File: src/rtl/led_mode_ctrl_pkg.sv
// Shared definitions for the LED mode controller: FSM state encoding and
// blink half-period arithmetic.
package led_mode_ctrl_pkg;

    localparam int STATE_W = 2;

    typedef enum logic [STATE_W-1:0] {
        S_OFF  = 2'd0,
        S_ON   = 2'd1,
        S_SLOW = 2'd2,
        S_FAST = 2'd3
    } state_t;

    // Clocks per half blink period (LED on for one half, off for the other).
    function automatic int half_period(input int clk_hz, input int blink_hz);
        return clk_hz / (2 * blink_hz);
    endfunction

endpackage

File: src/rtl/sw_conditioner.sv
// Switch conditioning: 2-FF synchronizer, optional debounce, armed rising-edge
// detect. Debounce is compiled in with LED_MODE_CTRL_DEBOUNCE_EN.
module sw_conditioner #(
    parameter int DB_CYCLES = 1_000_000
) (
    input  logic clk,
    input  logic reset,
    input  logic sw,
    output logic press
);

    logic s1;
    logic s2;
    logic live;
    logic armed;
    logic q;
    logic q_d;

    if (DB_CYCLES < 1) begin : g_bad_db
        $error("sw_conditioner: DB_CYCLES must be >= 1");
    end

`ifdef LED_MODE_CTRL_DEBOUNCE_EN
    localparam int DB_W = (DB_CYCLES > 1) ? $clog2(DB_CYCLES) : 1;
    localparam logic [DB_W-1:0] DB_TC = DB_W'(DB_CYCLES - 1);

    logic [DB_W-1:0] dcnt;
    logic            stable;

    // stable only follows s2 after DB_CYCLES consecutive mismatching cycles.
    always_ff @(posedge clk) begin
        if (reset) begin
            dcnt   <= '0;
            stable <= 1'b0;
        end else if (s2 == stable) begin
            dcnt <= '0;
        end else if (dcnt == DB_TC) begin
            stable <= s2;
            dcnt   <= '0;
        end else begin
            dcnt <= dcnt + DB_W'(1);
        end
    end

    assign q = stable;
`else
    assign q = s2;
`endif

    // live marks that s1 holds a real post-reset sample, so the reset-zero
    // contents of the sync chain cannot arm the detector for a held switch.
    always_ff @(posedge clk) begin
        if (reset) begin
            s1    <= 1'b0;
            s2    <= 1'b0;
            live  <= 1'b0;
            armed <= 1'b0;
            q_d   <= 1'b0;
        end else begin
            s1    <= sw;
            s2    <= s1;
            live  <= 1'b1;
            armed <= armed | (live & ~s1 & ~s2 & ~q);
            q_d   <= q;
        end
    end

    // press is a single-cycle pulse; the consumer acts on it the same cycle.
    assign press = q & ~q_d & armed;

endmodule

File: src/rtl/led_mode_ctrl.sv
// LED mode controller: each switch press steps OFF -> ON -> BLINK_SLOW ->
// BLINK_FAST -> OFF. Optional debounce via LED_MODE_CTRL_DEBOUNCE_EN.
module led_mode_ctrl
    import led_mode_ctrl_pkg::*;
#(
    parameter int CLK_HZ    = 100_000_000,
    parameter int SLOW_HZ   = 1,
    parameter int FAST_HZ   = 4,
    parameter int DB_CYCLES = 1_000_000
) (
    input  logic       clk,
    input  logic       reset,
    input  logic       sw,
    output logic       led,
    output logic [1:0] mode
);

    localparam int HALF_SLOW = half_period(CLK_HZ, SLOW_HZ);
    localparam int HALF_FAST = half_period(CLK_HZ, FAST_HZ);
    localparam int CNT_W     = (HALF_SLOW > 1) ? $clog2(HALF_SLOW) : 1;
    localparam logic [CNT_W-1:0] SLOW_TC = CNT_W'(HALF_SLOW - 1);
    localparam logic [CNT_W-1:0] FAST_TC = CNT_W'(HALF_FAST - 1);

    if (FAST_HZ <= SLOW_HZ || HALF_FAST < 1) begin : g_bad_rates
        $error("led_mode_ctrl: need FAST_HZ > SLOW_HZ and HALF_FAST >= 1");
    end

    logic             press;
    state_t           state, state_n;
    logic [CNT_W-1:0] cnt, cnt_n;
    logic             phase, phase_n;

    sw_conditioner #(
        .DB_CYCLES (DB_CYCLES)
    ) u_cond (
        .clk   (clk),
        .reset (reset),
        .sw    (sw),
        .press (press)
    );

    always_ff @(posedge clk) begin
        if (reset) begin
            state <= S_OFF;
            cnt   <= '0;
            phase <= 1'b0;
        end else begin
            state <= state_n;
            cnt   <= cnt_n;
            phase <= phase_n;
        end
    end

    // A press takes priority over the blink terminal count.
    always_comb begin
        state_n = state;
        cnt_n   = '0;
        phase_n = 1'b0;
        if (press) begin
            state_n = state_t'(state + 2'd1);
            if (state_n == S_SLOW || state_n == S_FAST) begin
                phase_n = 1'b1;
            end
        end else if (state == S_SLOW || state == S_FAST) begin
            phase_n = phase;
            if (cnt == ((state == S_SLOW) ? SLOW_TC : FAST_TC)) begin
                phase_n = ~phase;
            end else begin
                cnt_n = cnt + CNT_W'(1);
            end
        end
    end

    assign led  = (state == S_ON) | (((state == S_SLOW) | (state == S_FAST)) & phase);
    assign mode = state;

endmodule

File: config.mk
export PLATFORM = sky130hd
export DESIGN_NAME = led_mode_ctrl
export DESIGN_NICKNAME = d
export VERILOG_FILES = /design/src/rtl/led_mode_ctrl_pkg.sv /design/src/rtl/sw_conditioner.sv /design/src/rtl/led_mode_ctrl.sv
export SDC_FILE = /design/constraint.sdc
export NUM_CORES = 1
export LEC_CHECK = 0
export CAP_MARGIN = 10
export CORE_MARGIN = 4
export CORE_UTILIZATION = 58
export CTS_CLUSTER_SIZE = 28
export DETAILED_ROUTE_END_ITERATION = 7
export PLACE_DENSITY = 0.76
export REMOVE_ABC_BUFFERS = 1
export SLEW_MARGIN = 30
export SYNTH_ARGS = -nofsm -noshare
export SYNTH_HDL_FRONTEND = slang
export SYNTH_HIERARCHICAL = 1
export SYNTH_SLANG_ARGS = --single-unit
File: constraint.sdc
create_clock -name clk -period 2.5 [get_ports clk]
set_input_delay 0.5 -clock clk [delete_from_list [all_inputs] [get_ports clk]]
set_output_delay 0.5 -clock clk [all_outputs]
set_load 0.05 [all_outputs]
Word level (Yosys, flattened, before mapping). Index checks and enable logic that the tools add are counted.

Add/sub/neg operators: 2. Eq/ne operators: 7. Muxes and demuxes: 6. Bitwise logic cells: 14. Reduce and logical (&&, ||, !) cells: 3.

Operators with widths (number): $add 26x1->26 const B (1); $eq 26x26->1 (1); $mux 26 (1); $eq 2x2->1 const B (4); $and 1x1->1 (6); $mux 1 (5); $not 1->1 (5); $reduce_or 4->1 (1); $ne 3x2->1 const B (1); $or 1x1->1 (3); $add 2x1->2 const B (1); $eq 2x1->1 const B (1); $logic_or 1x1->1 (2).

Flip-flop bits (word level): 34. Bits of input ports: 3. Output and inout port bits: 3. Word-level logic and storage cells: 40.

Logic depth before layout (Yosys ltp).
Word-level depth: 6. Mapped depth: 9. Depth with buffers taken out: 7.

Hierarchy. The synthesis kept the hierarchy.

By module, submodules not included: led_mode_ctrl (times used 1, cells an instance 157, area an instance 1375.1 um2); sw_conditioner (times used 1, cells an instance 13, area an instance 150.1 um2).

Worst setup path after synthesis. OpenSTA, ideal clock, no wires.

Path kind: register -> output. Start point: reg state[0], in the netlist mode[0]. End point: out led. Data arrival time: 1890 ps. Required time: 2000 ps. Path slack: 110 ps. Stages on the path, launching flop included: 3. Path buffers: 0. Cell sequence: dfxtp_1 -> inv_1 -> o21ai_0.

Cells in the longest elaborated chain, start to end: 4. Elaborated cells between the ends (all ways): 6. Classes of those cells: eq/ne (3); bitwise (3).

Ends and longest elaborated chain: start: declaration (line led_mode_ctrl.sv:29) `state_t state, state_n;`; start signal: assignment (line led_mode_ctrl.sv:48) `state <= state_n;`; $eq 2x2->1 (line led_mode_ctrl.sv:74) `assign led = (state == S_ON) | (((state == S_SLOW) | (state == S_FAST)) & phase);`; $or 1x1->1 (line led_mode_ctrl.sv:74); $and 1x1->1 (line led_mode_ctrl.sv:74); $or 1x1->1 * (line led_mode_ctrl.sv:74); end: declaration (line led_mode_ctrl.sv:14) `output logic led,`.

Every way passes the cells marked *; elsewhere a longest branch is shown, timed or not.

Final worst setup path. Ends and elaborated chain as after synthesis.

==> impl_results.md <==
- Status: complete, no violations
- Port buffer count: 5
- Period utilization: ~91%
- Switching Fraction: 21.7%
- Starting Density: about three fifths
- Minimum clock period: ~2300 ps
- Area Overhead vs Synth: 7.71%
- Post-synthesis mux area share: 0%
- Chip Height: 59.3 um
- Clock share of power: 35.3%
- Flip-flop and latch count after synthesis: 34
- Post-layout utilization of the core: 65.7%
- Clock Root Buffer: sky130_fd_sc_hd__clkbuf_4
- Vias per cell: ~5.5
- Crit end category: primary output
- Launch point of the worst path: mode[0]
- Placement Setup Slack: 377 ps
- Maximum clock insertion buffer count: 2
- Clock slew at the register clock pins of the worst setup and hold paths: 90 ps
- CTS hold repair buffers: 0
- Largest net degree at the start of global routing: 27
- Number of global-route vias before repair: approximately 1100
- Routed vias: 1155
- I/O pin cnt: 6
- Final Hold Viols: 0
- Diodes inserted: 0
- Full die area: between 3000 and 4000 sq um
- Router iterations before antenna repair: 4
- Top cell type by total area after synthesis: sky130_fd_sc_hd__dfxtp_1
- H-tree level count: 2
- Data required, critical path: 2000 ps
- Final setup viols: 0
- First-pass GRT wire length: about 5000 um
- Final setup skew: 8.63 ps
- Max VDD drop: ~520 uV
- Number of distinct library cell variants in the gate-level netlist after synthesis: 28
- Clock sink count: 34
- Achievable Freq: 439 MHz
- Areal power density over the cells: 538 nW/um^2
- TritonCTS clock tree: yes
- Combinational family with the most area after synthesis: simple AND/OR/NAND/NOR gates
- Switching power: 192 uW
- Share of the synthesized area in compound gates (AO/OA/AOI/OAI): 3.36%
- Data arrival time of the critical path: 1780 ps
- Setup repair after global routing missed its margin: false
- Routed wire length: between 2000 and 3000 um
- Number of cell rows: 18
- Number of DRC markers in iteration 0: 39
- Final design instance area without fill: 1640 sq um
- Largest cells by area after synthesis: sky130_fd_sc_hd__dfxtp_1, sky130_fd_sc_hd__xnor2_1, sky130_fd_sc_hd__nor2_1
- Yosys top cell area share: 44.6%
- Final-stage net count: ~190
- Cell Int Power: just under 700 uW
- Post-DP Area: between 1500 and 2000 sq um
- Yosys warns: 6
- Share of layout cells above drive strength 1: 8.33%
- Worst-case setup margin in the final layout: between 200 and 250 ps
- WL/cell: 13.3 um
- Share of the yosys chip area belonging to registers: 44.6%
- Number of antenna violations at the first check in global routing: 0
- Async SR Flop Fraction: 0%
- Post-CTS setup buffer count: 0
- Category of the most critical setup path: flop to primary output
- HPWL Detailed: 2020 um
- ANT nets after route: 0
- DRC violation count after routing: 0
- Global router's overall resource usage: between 10% and 20%
- Total congestion overflow: 0
- Number of standard cells after synthesis: 170
- Cell area after synthesis: 1530 sq um
- Primary flip-flop cell chosen by synthesis mapping: sky130_fd_sc_hd__dfxtp_1
- Least-Margin Pin Slew: 599 ps
- Simple logic cell fraction of the synthesized area: 30.4%
- Number of buffers inserted during clock tree synthesis: 5
- Worst R2R Start: mode[1]
- Maximum fanout along the worst path: 4
- Cts repair resizes: 0
- Share of power burned in combinational logic: around 2.6%
- Synthesized area per cell: approximately 9.0 sq um
- Worst Setup Start Kind: flop
- Share of power burned in registers: 62.1%
- Number of enable flip-flop cells after synthesis: 0
- Leakage power figure: 0.520 nW
- Max Transition Viols Final: 0
- Synth Area in XOR/XNOR: 14.9%
- Insertion delay of the later-clocked pin in the worst-skew pair: 330 ps
- Max-cap viol count: 0
- Type of the most critical hold path: flop to flop
- Chip Width: slightly below 60 um
- Routability cong.: between 0.7 and 0.8
- Fraction of the mapped netlist area in adder cells: about 2.5%
- Remaining max-slew budget at the tightest pin: around three fifths
- Start point of the worst hold path: cnt[0]
- Area of the placeable core: 2500 sq um
layout make-up:
class / count / area [sq um]
clock buffer: 7 / 55.1
multi-input combinational: 125 / 781
sequential: 34 / 681
tap: 30 / 37.5
clock inverter: 1 / 5.00
timing repair buffer: 6 / 57.6
inverter: 7 / 26.3
fill: 205 / 857
worst max-delay path, stage by stage, from the launching register on:
cell and delay [ps]:
sky130_fd_sc_hd__dfxtp_1 400, sky130_fd_sc_hd__inv_1 70, sky130_fd_sc_hd__o21ai_0 150, sky130_fd_sc_hd__clkdlybuf4s50_1 830
cell usage in the layout, fill, tap and decap left out, types with 3 or more instances in the layout:
master                             n
sky130_fd_sc_hd__and3_1            3
sky130_fd_sc_hd__clkbuf_4          5
sky130_fd_sc_hd__clkdlybuf4s50_1   5
sky130_fd_sc_hd__dfxtp_1          34
sky130_fd_sc_hd__ha_1              3
sky130_fd_sc_hd__inv_1             7
sky130_fd_sc_hd__nand2_1           8
sky130_fd_sc_hd__nand3_1          13
sky130_fd_sc_hd__nand4_1           5
sky130_fd_sc_hd__nor2_1           34
sky130_fd_sc_hd__nor2b_1           4
sky130_fd_sc_hd__nor3_1            4
sky130_fd_sc_hd__nor4_1            6
sky130_fd_sc_hd__o21ai_0           3
sky130_fd_sc_hd__xnor2_1          15
sky130_fd_sc_hd__xor2_1           11
kinds of logic after synthesis:
family / after synthesis
AOI/OAI and AO/OA: 7
xor gates and xnor gates: 26
adders and majority gates: 3
buffers and inverters: 11
DFF: 34
and+or+nand+nor: 89
flip-flops by register name (all words and copies together) (netlist names):
register	cells
cnt	26
mode	2
phase	1
u_cond/armed	1
u_cond/live	1
u_cond/q	1
u_cond/q_d	1
u_cond/s1	1
per-stage QoR:
step	hold slack (ps)	TNS, ps	total power [mW]	cells
after floorplan	440	-1400	0.575	166
after global placement	456	0	0.584	202
after detailed placement	460	0	0.585	202
after CTS	488	0	0.892	210
after global routing	513	0	0.922	210
final	480	0	0.884	210
path summary, 6_finish.rpt:
kind / end / slack (ps) / depth (start not counted)
worst max-delay path: led / 220 / 3
worst min-delay path: cnt[0] / 480 / 1
worst max register to register: cnt[6] / 370 / 7
worst min register to register: cnt[0] / 480 / 1
metal layers:
metal | share of wire, % | routed length, um | up-vias | GRT usage, %
met4 | 1.9 | 52 | 0 | 9.71
met3 | 3.6 | 102 | 5 | 4.79
met1 | 48 | 1340 | 527 | 24.1
met2 | 47 | 1310 | 26 | 29.0
li1 | - | - | 597 | -
met5 | 0 | 0 | - | 0
power by group through the flow:
stage | combinational, mW | sequential [mW] | clock, mW
after global placement | 0.0220 | 0.562 | 0
final | 0.0227 | 0.550 | 0.312
after CTS | 0.0229 | 0.550 | 0.320
after floorplan | 0.0108 | 0.564 | 0
after global routing | 0.0250 | 0.551 | 0.346
after detailed placement | 0.0227 | 0.562 | 0
cells in the mapped netlist (all sizes together) (2+ instances only):
master   n
o21ai    3
ha       3
xor2    11
and3     3
nor2    36
buf      4
inv      7
nand3   13
nor2b    4
nor4     6
dfxtp   34
nand4    7
nor4b    2
xnor2   15
nand2    8
nor3     4
and4     2
Power figures use the tool's default switching activity.
==> variant, RTL diff (same flow settings) <==
Change the parameter `CLK_HZ` from 100_000_000 to 200_000_000.
--- a/src/rtl/led_mode_ctrl.sv
+++ b/src/rtl/led_mode_ctrl.sv
@@ -4,5 +4,5 @@
     import led_mode_ctrl_pkg::*;
 #(
-    parameter int CLK_HZ    = 100_000_000,
+    parameter int CLK_HZ    = 200_000_000,
     parameter int SLOW_HZ   = 1,
     parameter int FAST_HZ   = 4,
Formal check against the unedited RTL: no difference found for any inputs over 10 cycles, from zero or initial values and one cycle with reset high; that may be too few to reach the edited logic, so the function may still have changed.
==> variant against the original RTL <==
  * Power is 1.3% higher
  * Final area is 3.5% higher
  * Setup slack worse by 78 ps
  * Highest routed layer unchanged
  * Wire length is 5.5% higher
  * Area after synthesis is 4.4% higher
  * Clock skew is 6.1 ps higher
  * Sequential share of layout area is 0.22 points lower
  * Global-route usage is 1.4 points higher
  * Sequential cell count is 1 higher
  * Core utilization is 1.1 points higher
==> variant: results (changes against the original RTL) <==
RR Endpoint = cnt[7] (was cnt[6])
Non-clock buffer share = 3.385% (was 3.503%)
# clk buffers = 6 (was 7)
Layout Nets = 189 (was 185)
Static leakage = 0.5577 nW (was 0.5197 nW)
Reg2Reg Setup Slack = 470 ps (was 370 ps)
Skew final = 14.73 ps (was 8.628 ps)
Vias in the first global route = 1269 (was 1115)
Vias per cell = 5.793 (was 5.500)
Post-synthesis adder-cell area fraction = 2.357% (was 2.461%)
Commonest cells in the netlist = 38 x nor2_1, 35 x dfxtp_1, 17 x xor2_1 (was 34 x dfxtp_1, 34 x nor2_1, 15 x xnor2_1)
Met2 wire length = 1424 um (was 1310 um)
GR Layer Usage met2 = 32.56% (was 29.02%)
M1 GR Usage = 24.05% (about the same)
Register area = 700.7 um2 (was 680.7 um2)
All-Layer GR Usage = 20.18% (was 18.81%)
Routability congestion estimate = 0.8386 (was 0.7226)
Status = finished, final reports clean (unchanged)
Worst vdd ir = 0.4818 mV (was 0.5213 mV)
CP max stage delay = 850 ps (was 830 ps)
WL per Instance = 13.87 um (was 13.34 um)
Seq cells post-synth = 35 (was 34)
DR iter-0 viols = 62 (was 39)
Worst Path Arrival = 1860 ps (was 1780 ps)
Max-slew headroom = 64.15% (was 59.77%)
Inverters = 3 (was 7)
Clock-cell share = 3.311% (was 3.656%)
Post-Place Setup Slack = 480.4 ps (was 376.6 ps)
Switching pwr = 0.1932 mW (was 0.1919 mW)
Multi-input gates = 132 (was 125)
Complex-gate fraction of the synthesized area = 2.828% (was 3.363%)
Synth Area in XOR/XNOR = 14.85% (was 14.93%)
Met3 Use GR = 7.872% (was 4.793%)
Synth unique cells = 34 (was 28)
variant: changes by cell type after synthesis, sizes merged, moves of 2 or more:
| cell | unedited run | this run |
|---|---|---|
| nor4 | 6 | 4 |
| xnor2 | 15 | 10 |
| inv | 7 | 3 |
| nand3 | 13 | 16 |
| nor3 | 4 | 2 |
| and4 | 2 | 5 |
| xor2 | 11 | 17 |
| nor2 | 36 | 38 |
variant: worst min-delay path by stage:
stage | endpoint | slack, ps | cells after the start
2_1_floorplan | u_cond/armed | 440 | 1
3_3_place_gp | u_cond/armed | 450 | 1
3_5_place_dp | cnt[0] | 470 | 1
4_1_cts | cnt[0] | 490 | 1
5_1_grt | u_cond/q | 510 | 1
6_report | cnt[0] | 490 | 1
variant: through the flow:
stage / cell area, um2 / instances / power [mW]
global placement: 1644 / 206 / 0.6001
finish: 1700 / 213 / 0.8958
CTS: 1700 / 213 / 0.9067
detailed placement: 1644 / 206 / 0.6018
global route: 1700 / 213 / 0.9450
floorplan: 1549 / 170 / 0.5915
